`src/rtl/fifo_rd_stream.sv`:
```
// Read-side stream adapter for the dual-clock FIFO: turns rempty/rinc/rdata into a
// registered valid/ready stream through a 2-entry buffer, and counts delivered words.
module fifo_rd_stream #(
  parameter int DSIZE = 8,
  parameter int CSIZE = 16
) (
  input  logic             rclk,
  input  logic             rrst_n,
  input  logic             rempty,
  input  logic [DSIZE-1:0] rdata,
  output logic             rinc,
  output logic             m_valid,
  output logic [DSIZE-1:0] m_data,
  input  logic             m_ready,
  output logic [CSIZE-1:0] rd_count,
  output logic [1:0]       dbg_cnt
);

  // Occupancy of the output buffer; buf0 is always the head.
  typedef enum logic [1:0] {
    S_EMPTY = 2'd0,
    S_ONE   = 2'd1,
    S_TWO   = 2'd2
  } state_t;

  state_t           state;
  state_t           state_nxt;
  logic [DSIZE-1:0] buf0;
  logic [DSIZE-1:0] buf1;
  logic [DSIZE-1:0] buf0_nxt;
  logic [DSIZE-1:0] buf1_nxt;
  logic             push;
  logic             pop;

  // Handshake: a word transfers on every rclk edge where m_valid && m_ready; once
  // m_valid is high, m_data stays stable until that transfer. rinc depends only on
  // rempty and registered occupancy, so m_ready never reaches the FIFO combinationally.
  assign rinc    = !rempty && (state != S_TWO);
  assign push    = rinc;
  assign m_valid = (state != S_EMPTY);
  assign pop     = m_valid && m_ready;
  assign m_data  = buf0;
  assign dbg_cnt = state;

  always_comb begin
    state_nxt = state;
    buf0_nxt  = buf0;
    buf1_nxt  = buf1;
    case (state)
      S_EMPTY: begin
        if (push) begin
          buf0_nxt  = rdata;
          state_nxt = S_ONE;
        end
      end
      S_ONE: begin
        if (push && pop) begin
          buf0_nxt = rdata;
        end else if (push) begin
          buf1_nxt  = rdata;
          state_nxt = S_TWO;
        end else if (pop) begin
          // buf0 keeps its stale value; m_valid=0 masks it.
          state_nxt = S_EMPTY;
        end
      end
      S_TWO: begin
        if (pop) begin
          buf0_nxt  = buf1;
          state_nxt = S_ONE;
        end
      end
      default: state_nxt = S_EMPTY;
    endcase
  end

  always_ff @(posedge rclk or negedge rrst_n) begin
    if (!rrst_n) begin
      state <= S_EMPTY;
      buf0  <= '0;
      buf1  <= '0;
    end else begin
      state <= state_nxt;
      buf0  <= buf0_nxt;
      buf1  <= buf1_nxt;
    end
  end

  // Wraps silently at 2^CSIZE.
  always_ff @(posedge rclk or negedge rrst_n) begin
    if (!rrst_n) begin
      rd_count <= '0;
    end else if (pop) begin
      rd_count <= rd_count + CSIZE'(1);
    end
  end

endmodule

```
`config.mk`:
```
export PLATFORM = sky130hd
export DESIGN_NAME = fifo_rd_stream
export DESIGN_NICKNAME = d
export VERILOG_FILES = /design/src/rtl/fifo_rd_stream.sv
export SDC_FILE = /design/constraint.sdc
export NUM_CORES = 1
export LEC_CHECK = 0
export CORE_UTILIZATION = 38
export DETAILED_ROUTE_END_ITERATION = 16
export PLACE_DENSITY_LB_ADDON = 0.1
export SYNTH_ARGS = -nofsm -noshare
export SYNTH_HDL_FRONTEND = slang
export SYNTH_SLANG_ARGS = --single-unit
```
`constraint.sdc`:
```
create_clock -name rclk -period 1.6 [get_ports rclk]
set_input_delay 0.16 -clock rclk [delete_from_list [all_inputs] [get_ports rclk]]
set_output_delay 0.16 -clock rclk [all_outputs]
set_load 0.05 [all_outputs]
```
==> impl_metrics.py, run 1 <==
metrics = {
    "timing": {
        "min_period_ps": 1522,
        "fin_ws_ps": 77.59,
        "tightestPinTransition_ps": 420.9,
        "worst_clock_skew_ps": 5.613,
        "slew_viol_final": 0,
        "relSlewSlack_pct": 71.94,
        "fin_tns_setup_ps": 0,
        "hold_viol": 0,
        "timing.fmax_ghz": 0.6569,
        "setup_viol": 0,
        "post-route-period-util_pct": 95.15,
    },
    "power_and_ir_drop": {
        "peakVddDrop_uv": 1137,
        "p_total_mw": 3.294,
        "power_density_nw_per_um2": 1527,
        "p_leak_nw": 0.9735,
    },
    "cts": {
        "clk_latency_ps": 290,
        "htree_levels": 2,
        "cts_num_sinks": 34,
        "hold_buffers": 0,
        "cts_tree": "yes",
        "cts_root_buf": "clkbuf_8",
        "path_clk_slew_ps": 70,
        "cts_buffer_depth": 2,
        "cts_made_buffers": 5,
    },
    "placement": {
        "dp_worst_setup_slack_ps": -89.97,
        "io_buffers": 39,
        "routabilityCongestion": 0.6954,
        "hpwl_mm": 2.207,
        "post_dp_cell_area_um2": 2032,
    },
    "floorplanning": {
        "ios": 40,
        "fp.dieW_um": 65.77,
        "die-area_um2": 4326,
        "core-area_um2": 3771,
        "die_h_um": 65.77,
        "initial_core_util_pct": 40.98,
        "num_rows": 22,
    },
    "yosys": {
        "synth_edf_count": 0,
        "netlist_top_cells_area": "dfrtp_1 55%, mux2_2 7.3%, mux2i_1 5.2%",
        "synth_nets": 141,
        "ys_warn_count": 0,
        "ys_ff_latch": 34,
        "postSynthAreaPerCell_um2": 12.07,
        "synthesis.area_um2": 1545,
        "synth.distinct_cells": 27,
        "synth_area_leader_cell": "dfrtp_1",
        "async_flop_share_pct": 100.0,
        "netlist.area_leader.share_pct": 55.06,
        "ys_seq_area_share_pct": 55.06,
        "ys.flop_type": "dfrtp_1",
        "synthCells": 128,
    },
    "critical_path": {
        "crit_required_ps": 1440,
        "crit_path_start_kind": "flip-flop",
        "crit_fanout": 10,
        "end_kind": "primary output",
        "cp_data_arrival_time_ps": 1360,
        "crit_type": "flip-flop to primary output",
    },
    "layout": {
        "seq_area_um2": 867.1,
        "multi_input_area_um2": 693.2,
        "n_antenna_cell": 0,
        "fill_cells": 314,
        "layout.cells.most_common_list": "38 x buf_4, 21 x dfrtp_1, 15 x nor2_1",
        "layout_commonest_cell": "buf_4",
        "areaGrowthSynthToFinish_pct": 39.60,
        "num-nets-final": 196,
        "finish.instance_area_um2": 2157,
        "drive_gt1_share_pct": 45.11,
    },
    "drt": {
        "post_drt_wl_per_cell_um": 13.51,
        "remaining_drc_errors": 0,
        "final_antenna_net_count": 0,
        "finalWirelength_mm": 3.134,
        "dr.pass1.iters": 4,
        "drt_iter0_markers": 64,
        "viasPerCell": 4.828,
        "routed-via-count": 1120,
    },
    "grt": {
        "grt_pass1_wl_mm": 5.333,
        "grt_max_degree": 35,
        "grt_pass1_vias": 1162,
        "antenna_found_initial": 0,
        "grt_usage_pct": 17.25,
        "grt-ovfl-total": 0,
    },
    "job": {
        "drv_cap": 0,
    },
    "status": {
        "status": "finished, final reports clean",
    },
    "hold_path": {
        "hold_path.class": "primary input to async pin",
    },
}
[critical path, cell delays in order (launching register included)]
cell and delay [ps]:
dfrtp_2 460, nor2b_2 180, buf_6 160, nor2_2 80, buf_4 200
[final timing paths]
path	start	slack (ps)	to	depth (start not counted)
setup / recovery	dbg_cnt[1]	80	rinc	4
hold / removal	rrst_n	280	rd_count[3]	2
setup reg to reg	rd_count[3]	90	rd_count[12]	4
hold reg to reg	rd_count[15]	480	rd_count[15]	1
max in group asynchronous	rrst_n	990	rd_count[5]	2
min in group rclk	rd_count[15]	480	rd_count[15]	1
[synth_stat cells, types with 2 or more instances]
cell type / count
buf_2: 3
xor2_1: 8
nand3_1: 6
a21oi_1: 10
inv_1: 4
mux2_2: 10
nor2_1: 16
mux2i_1: 8
xnor2_1: 7
nor4_4: 2
nand2_1: 4
dfrtp_1: 34
nor2b_1: 2
[timing repair]
action                     CTS  global route
setup buffers                0             3
hold endpoints to repair     0             0
setup endpoints to repair    0             2
gates resized for setup      0             3
[kinds of logic after synthesis]
logic type / synth area share, %
AOI/OAI and AO/OA: 5.182
xor gates and xnor gates: 8.502
adders and majority gates: 0.8096
buffers and inverters: 1.943
DFF: 55.06
muxes: 12.47
and+or+nand+nor: 16.03
[flip-flops by register name, indices dropped and copies added (netlist names)]
name / cells
dbg_cnt: 2
m_data: 8
buf1: 8
rd_count: 16
[metrics by stage]
| stage | hold slack, ps | util [%] | cells |
|---|---|---|---|
| after floorplan | -135.6 | - | 128 |
| after global placement | 461.9 | 53.88 | 221 |
| after detailed placement | 470.6 | 53.88 | 221 |
| after CTS | 301.4 | 56.40 | 229 |
| after global routing | 328.6 | 57.20 | 232 |
| final | 279.8 | 57.20 | 232 |
[report_power, final]
| part | switching (mW) | internal, mW | leakage (nW) |
|---|---|---|---|
| registers | 0.197 | 1.11 | 0.394 |
| clock network | 0.311 | 0.345 | 0.0472 |
| logic | 0.843 | 0.491 | 0.532 |
[cell type report]
cell class                 instances  area share (%)
sequential                        34           40.20
tap                               48           2.784
clock inverter                     2          0.5800
inverter                           4          0.6961
clock buffer                       6           3.828
multi-input combinational         87           32.13
timing repair buffer              51           19.78
[metal layers]
| metal | vias up | track usage (%) | share of wire (%) |
|---|---|---|---|
| li1 | 545 | - | - |
| met1 | 537 | 19.73 | 43 |
| met2 | 30 | 27.93 | 48 |
| met3 | 8 | 4.828 | 5.9 |
| met4 | 0 | 11.41 | 2.6 |
| met5 | - | 0 | 0 |
No activity file was read; power rests on OpenSTA's default activity.
==> run 2, diff against run 1 <==
- CTS_CLUSTER_SIZE: default -> 30
==> results of run 2 <==
The final DEF is identical to that of run 1; final timing and power are the same.
==> run 3, diff against run 2 <==
- ABC_AREA: default -> 1
- PLACE_DENSITY_LB_ADDON: 0.1 -> 0.12
==> impl_metrics.py, run 3 <==
metrics = {
    "critical_path": {
        "crit_required_ps": 1760,
        "crit_type": "flip-flop to flip-flop",
        "end_kind": "flip-flop",
        "cp_data_arrival_time_ps": 1520,
        "cp_slowest_cell": "dfrtp_2",
        "crit_path_cell_trace": "inv_1 > nand2_1 > o21ai_0 > o21ai_0",
        "r2r_end": "m_data[4]",
        "cpMostUsedCell": "o21ai_0",
        "rr_worst_depth": 4,
        "reg2reg_slack_ps": 240,
        "crit_path_start_kind": "flip-flop",
        "crit_fanout": 17,
        "r2r_start": "dbg_cnt[0]",
        "cpPeakStageDelay_ps": 430,
    },
    "yosys": {
        "synth_commonest_cells": "51 x nand2_1, 34 x dfrtp_1, 30 x inv_1",
        "ys.flop_type": "dfrtp_1",
        "synth.distinct_cells": 23,
        "ys_warn_count": 0,
        "ys_seq_area_share_pct": 53.00,
        "synthCells": 191,
        "postSynthAreaPerCell_um2": 8.405,
        "async_flop_share_pct": 100.0,
        "synth_area_leader_cell": "dfrtp_1",
        "yosysMostFrequentCell": "nand2_1",
        "synthesis.area_um2": 1605,
        "ys_ff_latch": 34,
        "netlist.area_leader.share_pct": 53.00,
        "synth_edf_count": 0,
        "synth_nets": 204,
        "netlist_top_cells_area": "dfrtp_1 53%, nand2_1 12%, o21ai_0 7.2%",
    },
    "timing": {
        "rsz0062_at_grt": "no",
        "setup_viol": 0,
        "tightestPinTransition_ps": 460.4,
        "timing.fmax_ghz": 0.7338,
        "post-route-period-util_pct": 85.17,
        "fin_tns_setup_ps": 0,
        "min_period_ps": 1363,
        "worst_clock_skew_ps": 3.993,
        "relSlewSlack_pct": 69.23,
        "hold_viol": 0,
        "slew_viol_final": 0,
    },
    "cts": {
        "hold_buffers": 0,
        "cts_tree": "yes",
        "htree_levels": 2,
        "clk_latency_ps": 280,
        "cts_made_buffers": 5,
        "cts_num_sinks": 34,
        "cts_root_buf": "clkbuf_8",
        "path_clk_slew_ps": 70,
        "postCtsSetupRepairBufs": 0,
        "cts_buffer_depth": 2,
        "cts_resized": 0,
    },
    "layout": {
        "areaGrowthSynthToFinish_pct": 34.92,
        "layout.cells.most_common_list": "50 x nand2_1, 32 x dfrtp_1, 30 x inv_1",
        "drive_gt1_share_pct": 21.01,
        "largest_reg_flops": 16,
        "multi_input_area_um2": 623.1,
        "num-nets-final": 250,
        "seq_area_um2": 853.3,
        "postLayoutCoreUtil_pct": 53.76,
        "n_antenna_cell": 0,
        "fill_cells": 383,
        "largest-register": "rd_count",
        "layout_commonest_cell": "nand2_1",
    },
    "placement": {
        "routabilityCongestion": 0.8110,
        "io_buffers": 39,
        "hpwl_mm": 2.230,
    },
    "power_and_ir_drop": {
        "p_leak_nw": 1.149,
        "peakVddDrop_uv": 813.3,
        "power_density_nw_per_um2": 1635,
    },
    "job": {
        "drv_cap": 0,
    },
    "status": {
        "status": "finished, final reports clean",
    },
    "floorplanning": {
        "fp.dieW_um": 67.00,
        "ios": 40,
        "die_h_um": 67.00,
        "die-area_um2": 4488,
        "num_rows": 23,
        "core-area_um2": 4029,
        "initial_core_util_pct": 39.84,
    },
    "drt": {
        "final_antenna_net_count": 0,
        "viasPerCell": 4.563,
        "routed-via-count": 1314,
        "finalWirelength_mm": 3.092,
        "post_drt_wl_per_cell_um": 10.74,
        "drt_iter0_markers": 58,
        "dr.pass1.iters": 4,
        "remaining_drc_errors": 0,
    },
    "grt": {
        "antenna_found_initial": 0,
        "grt_max_degree": 35,
        "grt_usage_pct": 16.16,
        "grt-ovfl-total": 0,
        "grt_pass1_vias": 1202,
        "grt_pass1_wl_mm": 5.285,
    },
    "hold_path": {
        "hold_path.class": "primary input to async pin",
    },
}
-- run 3: cell types whose count changed after synthesis, sizes merged, moves of 3 or more --
cell	delta
nand3	+5
inv	+27
nand2	+47
xnor2	-3
mux2	-9
mux2i	-8
a21oi	-8
nor4	-3
o21ai	+24
-- run 3: cell families (layout without fill, tap and decap cells) --
| family | after synthesis | count (layout) | share of synthesized area, % |
|---|---|---|---|
| compound gates | 26 | 26 | 8.106 |
| xor+xnor | 11 | 11 | 6.001 |
| fa+ha+maj | 1 | 1 | 0.7793 |
| buf+inv | 34 | 81 | 8.573 |
| flops | 34 | 34 | 53.00 |
| mux | 1 | 1 | 0.7014 |
| simple gates | 84 | 84 | 22.84 |
-- run 3: how the worst max path moves through the flow --
stage	startpoint	to	slack, ps	cells after the start
after floorplan	rd_count[0]	rd_count[12]	7	8
after global placement	m_ready	rd_count[15]	100	8
after detailed placement	m_ready	rd_count[15]	70	8
after CTS	dbg_cnt[0]	m_data[4]	200	4
after global routing	rd_count[0]	rd_count[14]	70	6
final	dbg_cnt[0]	m_data[4]	240	4
-- run 3: layout make-up --
class | count | share of cell area, %
multi-input cells | 123 | 28.77
clock inverters | 2 | 2.773
well taps | 50 | 2.889
inverters | 31 | 5.373
flip-flops and latches | 34 | 39.40
clock buffers | 6 | 3.813
repair buffers | 42 | 16.98
-- run 3: metrics by stage --
step / cell area [um2] / setup slack [ps] / cells / power, mW / hold slack [ps]
finish: 2166 / 237.2 / 288 / 3.542 / 287.5
global route: 2166 / 73.48 / 288 / 3.734 / 332.2
CTS: 2166 / 205.0 / 288 / 3.580 / 302.6
detailed placement: 2023 / 73.12 / 280 / 2.592 / 468.6
global placement: 2023 / 100.4 / 280 / 2.586 / 463.0
floorplan: 1614 / 6.999 / 191 / 2.162 / -135.6
-- run 3: power breakdown --
group / leakage [nW] / internal (mW) / switching (mW)
Sequential: 0.412 / 1.09 / 0.171
Clock: 0.0714 / 0.665 / 0.312
Combinational: 0.666 / 0.424 / 0.882
Total: 1.15 / 2.18 / 1.36
-- run 3: worst max-delay path, delay by kind of cell (launching register included) --
kind            cells  cell delay (ps)
simple gates        1              310
buf+inv             1              140
flops               1              430
compound gates      2              360
-- run 3: metal layers --
metal	vias to the layer above	wire length [um]	global-route usage, %	part of all wire, %
met5	-	0	0	0
met4	0	44	7.181	1.4
met3	5	113	4.110	3.7
met2	28	1444	26.77	47
met1	597	1489	19.55	48
li1	684	-	-	-
